===== config.mk =====
export PLATFORM = sky130hd
export DESIGN_NAME = e203_icb_arb2
export DESIGN_NICKNAME = d
export VERILOG_FILES = /design/src/rtl/e203_icb_arb2.sv
export SDC_FILE = /design/constraint.sdc
export NUM_CORES = 1
export LEC_CHECK = 0
export CAP_MARGIN = 15
export CORE_AREA = 2 2 128 130
export CTS_CLUSTER_DIAMETER = 30
export CTS_CLUSTER_SIZE = 40
export DETAILED_ROUTE_END_ITERATION = 8
export DIE_AREA = 0 0 130 132
export PLACE_DENSITY = 0.62
export SLEW_MARGIN = 30
export SYNTH_ARGS = -nofsm -noshare
export SYNTH_HDL_FRONTEND = slang
export SYNTH_SLANG_ARGS = --single-unit

===== constraint.sdc =====
create_clock -name clk -period 2.7 [get_ports clk]
set_input_delay 0.54 -clock clk [delete_from_list [all_inputs] [get_ports clk]]
set_output_delay 0.54 -clock clk [all_outputs]
set_load 0.02 [all_outputs]

===== src/rtl/e203_icb_arb2.sv =====
// Two-master to one-slave ICB arbiter for the shared memory port.
// Tracks the owner of each outstanding command so responses route back in order.
module e203_icb_arb2 #(
  parameter int AW         = 32,
  parameter int DW         = 32,
  parameter int OUTS_DEPTH = 2,
  parameter int ARBT_RR    = 1
) (
  input  logic                            clk,
  input  logic                            rst_n,

  input  logic                            m0_icb_cmd_valid,
  output logic                            m0_icb_cmd_ready,
  input  logic [AW-1:0]                   m0_icb_cmd_addr,
  input  logic                            m0_icb_cmd_read,
  input  logic [DW-1:0]                   m0_icb_cmd_wdata,
  input  logic [DW/8-1:0]                 m0_icb_cmd_wmask,
  input  logic [1:0]                      m0_icb_cmd_size,
  input  logic                            m0_icb_cmd_lock,
  output logic                            m0_icb_rsp_valid,
  input  logic                            m0_icb_rsp_ready,
  output logic [DW-1:0]                   m0_icb_rsp_rdata,
  output logic                            m0_icb_rsp_err,

  input  logic                            m1_icb_cmd_valid,
  output logic                            m1_icb_cmd_ready,
  input  logic [AW-1:0]                   m1_icb_cmd_addr,
  input  logic                            m1_icb_cmd_read,
  input  logic [DW-1:0]                   m1_icb_cmd_wdata,
  input  logic [DW/8-1:0]                 m1_icb_cmd_wmask,
  input  logic [1:0]                      m1_icb_cmd_size,
  input  logic                            m1_icb_cmd_lock,
  output logic                            m1_icb_rsp_valid,
  input  logic                            m1_icb_rsp_ready,
  output logic [DW-1:0]                   m1_icb_rsp_rdata,
  output logic                            m1_icb_rsp_err,

  output logic                            s_icb_cmd_valid,
  input  logic                            s_icb_cmd_ready,
  output logic [AW-1:0]                   s_icb_cmd_addr,
  output logic                            s_icb_cmd_read,
  output logic [DW-1:0]                   s_icb_cmd_wdata,
  output logic [DW/8-1:0]                 s_icb_cmd_wmask,
  output logic [1:0]                      s_icb_cmd_size,
  output logic                            s_icb_cmd_lock,
  input  logic                            s_icb_rsp_valid,
  output logic                            s_icb_rsp_ready,
  input  logic [DW-1:0]                   s_icb_rsp_rdata,
  input  logic                            s_icb_rsp_err,

  output logic [$clog2(OUTS_DEPTH+1)-1:0] arb_outs_cnt
);

  localparam int CW = $clog2(OUTS_DEPTH + 1);
  localparam int PW = (OUTS_DEPTH > 1) ? $clog2(OUTS_DEPTH) : 1;

  logic                  rr_last;
  logic                  hold_vld;
  logic                  hold_id;
  logic                  lock_vld;
  logic                  lock_id;
  logic                  grant;
  logic                  fifo_full;
  logic                  fifo_empty;
  logic                  cmd_hs;
  logic                  rsp_hs;
  logic                  head;
  logic [OUTS_DEPTH-1:0] id_mem;
  logic [PW-1:0]         wptr;
  logic [PW-1:0]         rptr;

  always_comb begin
    grant = 1'b0;
    priority case (1'b1)
      lock_vld: grant = lock_id;
      hold_vld: grant = hold_id;
      m0_icb_cmd_valid & m1_icb_cmd_valid:
        grant = (ARBT_RR != 0) ? ~rr_last : 1'b0;
      m1_icb_cmd_valid: grant = 1'b1;
      default: grant = 1'b0;
    endcase
  end

  assign fifo_full  = (arb_outs_cnt == CW'(OUTS_DEPTH));
  assign fifo_empty = (arb_outs_cnt == '0);

  assign s_icb_cmd_valid = (grant ? m1_icb_cmd_valid : m0_icb_cmd_valid)
                           & ~fifo_full;
  assign s_icb_cmd_addr  = grant ? m1_icb_cmd_addr  : m0_icb_cmd_addr;
  assign s_icb_cmd_read  = grant ? m1_icb_cmd_read  : m0_icb_cmd_read;
  assign s_icb_cmd_wdata = grant ? m1_icb_cmd_wdata : m0_icb_cmd_wdata;
  assign s_icb_cmd_wmask = grant ? m1_icb_cmd_wmask : m0_icb_cmd_wmask;
  assign s_icb_cmd_size  = grant ? m1_icb_cmd_size  : m0_icb_cmd_size;
  assign s_icb_cmd_lock  = grant ? m1_icb_cmd_lock  : m0_icb_cmd_lock;

  assign m0_icb_cmd_ready = ~grant & s_icb_cmd_ready & ~fifo_full;
  assign m1_icb_cmd_ready =  grant & s_icb_cmd_ready & ~fifo_full;

  assign cmd_hs = s_icb_cmd_valid & s_icb_cmd_ready;
  assign rsp_hs = s_icb_rsp_valid & s_icb_rsp_ready;

  // head is only meaningful while the FIFO holds entries
  assign head = id_mem[rptr];

  assign m0_icb_rsp_valid = s_icb_rsp_valid & ~fifo_empty & ~head;
  assign m1_icb_rsp_valid = s_icb_rsp_valid & ~fifo_empty &  head;
  assign m0_icb_rsp_rdata = s_icb_rsp_rdata;
  assign m1_icb_rsp_rdata = s_icb_rsp_rdata;
  assign m0_icb_rsp_err   = s_icb_rsp_err;
  assign m1_icb_rsp_err   = s_icb_rsp_err;
  assign s_icb_rsp_ready  = ~fifo_empty
                            & (head ? m1_icb_rsp_ready : m0_icb_rsp_ready);

  function automatic logic [PW-1:0] ptr_inc(input logic [PW-1:0] p);
    return (p == PW'(OUTS_DEPTH - 1)) ? '0 : p + 1'b1;
  endfunction

  always_ff @(posedge clk or negedge rst_n) begin
    if (!rst_n) begin
      rr_last  <= 1'b1;
      hold_vld <= 1'b0;
      hold_id  <= 1'b0;
      lock_vld <= 1'b0;
      lock_id  <= 1'b0;
    end else begin
      if (s_icb_cmd_valid & ~s_icb_cmd_ready) begin
        hold_vld <= 1'b1;
        hold_id  <= grant;
      end else if (cmd_hs) begin
        hold_vld <= 1'b0;
      end
      if (cmd_hs & s_icb_cmd_lock) begin
        lock_vld <= 1'b1;
        lock_id  <= grant;
      end else if (cmd_hs & lock_vld & (grant == lock_id)) begin
        lock_vld <= 1'b0;
      end
      if (cmd_hs) begin
        rr_last <= grant;
      end
    end
  end

  always_ff @(posedge clk or negedge rst_n) begin
    if (!rst_n) begin
      id_mem       <= '0;
      wptr         <= '0;
      rptr         <= '0;
      arb_outs_cnt <= '0;
    end else begin
      if (cmd_hs) begin
        id_mem[wptr] <= grant;
        wptr         <= ptr_inc(wptr);
      end
      if (rsp_hs) begin
        rptr <= ptr_inc(rptr);
      end
      unique case ({cmd_hs, rsp_hs})
        2'b10:   arb_outs_cnt <= arb_outs_cnt + CW'(1);
        2'b01:   arb_outs_cnt <= arb_outs_cnt - CW'(1);
        default: arb_outs_cnt <= arb_outs_cnt;
      endcase
    end
  end

endmodule

==> summary.txt <==
Global route
  – Gr ovfl total: 0
  – Met1 Track Usage GR: around a tenth
  – Number of global-route vias before repair: ~2900
  – M3 GR Usage: between 2 and 3%
  – GR peak layer: met2
  – Initial antenna violation count: 0
  – Largest net degree at the start of global routing: between 40 and 50
  – Total Routing Usage GR: about a tenth
  – Met2 usage: 18.67%
  – First-pass GRT wire length: 13580 µm

Floorplan
  – IO Pins: 331
  – Rows: 46
  – Initial Utilization: 13.00%
  – Die Footprint: ~0.017 mm²
  – Height of the die: between 100 and 150 µm
  – Die width: 130 µm
  – Core area: 0.01571 mm²

Setup path
  – Largest stage delay on the critical path: around 0.4 ns
  – Setup crit start: m1_icb_cmd_valid
  – Setup slack, reg-to-reg: about 0.60 ns
  – CP Cell Sequence: dlygate4sd2_1, nor2b_4, a221o_2, nand2_8, buf_12, buf_16, nand2_1, nand2_1, clkdlybuf4s15_2
  – CP Max Fanout: 22
  – Critical path type: input port to primary output
  – Critical Path AT: between 2 and 2.5 ns
  – Top cell by count, worst path: nand2_1
  – WP data required: roughly 2.2 ns
  – Critical Path End Type: primary output
  – Critical path's slowest cell: a221o_2
  – Critical path launch point type: input port
  – FF-to-FF Start: rr_last

Yosys
  – Flop and latch count out of synthesis: 11
  – Sequential fraction of the synthesis area: between 10% and 20%
  – Ys Warns: 0
  – Netlist Area Pre-Place: 0.002043 mm²
  – Distinct cell type count after synthesis: 31
  – Syn Area/Cell: roughly 5.6 µm²
  – Synthesized Nets: 552
  – Post-synthesis instance total: 366

Clocking
  – Clock Path Buffers: 2
  – CTS sink count: 11
  – Htree depth: 1
  – Clock latency at the later pin of the worst-skew pair: approximately 0.24 ns
  – CTS Buf Count: 3
  – CTS clk-pin slew, worst paths: about 0.040 ns
  – CTS root buffer: clkbuf_16
  – CTS tree: done

Timing
  – Tmin final: 2.639 ns
  – # setup viols final: 0
  – Clk_skew: ~0.00072 ns
  – Rel. slew slack: roughly 65%
  – F_max: 378.9 MHz
  – Final hold violations: 0
  – Final period util: 97.75%
  – Worst-Margin Slew: ~0.53 ns
  – WHS: between 0.4 and 0.5 ns
  – TNS Setup: 0 ns
  – Max Slew Vio Count: 0

Routing
  – 1st-pass router iterations: 4
  – WL final: 9323 µm
  – ANT nets after route: 0
  – DRC viols: 0
  – WL/cell: roughly 12 µm
  – Post-detailed-route via-to-cell ratio: 3.747
  – Iter 0 DRT Violations: 95
  – Vias: approximately 2800

Cells and area
  – ANT cells: 0
  – Area Growth Syn to Fin: 106.3%
  – Nets: slightly above 700
  – Layout cell share with drive strength beyond 1: 17.47%
  – Largest regs: arb_outs_cnt (2), id_mem (2)

Placed design
  – DP Wirelength: slightly above 7000 µm
  – Buffers on Ports: about 230
  – Routability congestion estimate: between 0.7 and 0.8

Run
  – Max cap viols: 0

Worst hold path
  – Hold Crit Class: register to register
  – HP Start: rptr

Power and ir drop
  – PD cells: between 1000 and 1500 mW/mm²
  – Peak VDD IR: 0.0004648 V
  – LEAKAGE: around 2.1 nW

Status
  – Status: completed
==> cell type report <==
class                      count  area (µm²)
fill                        1780       11500
timing repair buffer         250        2390
multi-input combinational    271        1191
sequential                    11       276.5
tap                          216       270.3
clock buffer                   3       75.07
inverter                       2       7.507
clock inverter                 1       5.005
==> path summary, 6_finish.rpt <==
path	end	depth (start not counted)
min	rptr	1
min in group asynchronous	arb_outs_cnt[1]	1
min reg2reg	rptr	1
max in group asynchronous	rr_last	1
max	s_icb_cmd_wdata[6]	9
max reg2reg	arb_outs_cnt[1]	8
==> cell families (layout without fill, tap and decap cells) <==
logic type      count (synthesis)  after routing  share of synthesized area [%]
flops                          11             11                          13.53
simple gates                  243            243                          46.54
mux                             2              2                         0.9798
compound gates                 20             20                          6.491
buf+inv                        84            256                          29.70
fa+ha+maj                       1              1                         0.6123
xor+xnor                        5              5                          2.144
==> synthesized netlist by cell type <==
cell type	number	area share (%)
nand2_1	220	40
buf_4	67	25
dfrtp_1	10	12
nor2_1	10	1.8
buf_2	8	2.0
a21oi_1	5	1.2
o21ai_0	5	1.2
buf_6	4	2.2
nor2b_1	4	1.2
clkbuf_1	3	0.55
xnor2_1	3	1.3
a21oi_2	2	0.86
inv_1	2	0.37
mux2i_1	2	0.98
nand2b_1	2	0.61
nand3_1	2	0.49
o21ai_1	2	0.49
xor2_1	2	0.86
a211oi_1	1	0.37
a21boi_1	1	0.37
a221o_2	1	0.55
a221oi_2	1	0.73
a31oi_1	1	0.31
dfstp_2	1	1.3
ha_1	1	0.61
nand2_2	1	0.31
nor2_2	1	0.31
nor3_1	1	0.24
nor3_2	1	0.49
nor4_2	1	0.61
o21a_1	1	0.37
==> metal layers <==
layer | wire length [µm] | up-vias
li1 | - | 1395
met1 | 3318 | 1210
met2 | 4554 | 178
met3 | 1055 | 42
met4 | 393 | 0
met5 | 0 | -
==> critical path: cells and delay by family <==
family	cells	cell delay [ns]
AOI/OAI and AO/OA	1	0.39
and+or+nand+nor	4	0.36
buffers and inverters	4	0.78
==> stage by stage <==
stage	setup slack, ns	cells	power [mW]	util, %	instance area, µm²
5_1_grt	-0.0001075	754	5.659	26.83	4215
3_3_place_gp	-0.4637	742	4.938	26.56	4174
4_1_cts	0.002136	753	5.413	28.00	4399
3_5_place_dp	-0.4904	742	4.945	26.56	4174
6_report	0.06070	754	5.225	26.83	4215
2_1_floorplan	0.5224	366	2.940	-	2043
==> layout by cell type, fill, tap and decap left out, types with 2 or more instances in the layout <==
cell type / count
clkdlybuf4s15_1: 8
xor2_1: 2
mux2i_1: 2
buf_6: 2
o21ai_1: 2
clkdlybuf4s50_1: 154
nor2b_1: 3
a21oi_2: 2
a21oi_1: 5
buf_4: 9
inv_1: 2
clkbuf_2: 27
dlygate4sd2_1: 10
nand2b_1: 2
buf_12: 6
buf_2: 21
clkbuf_16: 4
o21ai_0: 5
nand2_1: 218
nand3_1: 2
nor2_1: 10
nand2_2: 2
clkdlybuf4s15_2: 8
buf_16: 3
dfrtp_1: 10
xnor2_1: 3
==> where the power goes <==
| group | internal [mW] | switching (mW) | leakage [nW] | total [mW] |
|---|---|---|---|---|
| clock | 0.197 | 0.0817 | 0.0409 | 0.278 |
| sequential | 0.257 | 0.0964 | 0.120 | 0.353 |
| combinational | 1.99 | 2.60 | 1.90 | 4.59 |
| total | 2.44 | 2.78 | 2.06 | 5.23 |
==> what timing repair did <==
item	CTS	global route
endpoints found under the hold margin	0	0
endpoints found under the setup margin	75	68
pin swaps	1	2
gates resized for setup	174	62
hold buffers	0	0
buffers inserted	4	0
cloned	3	1
(Power assumes the default switching activity.)
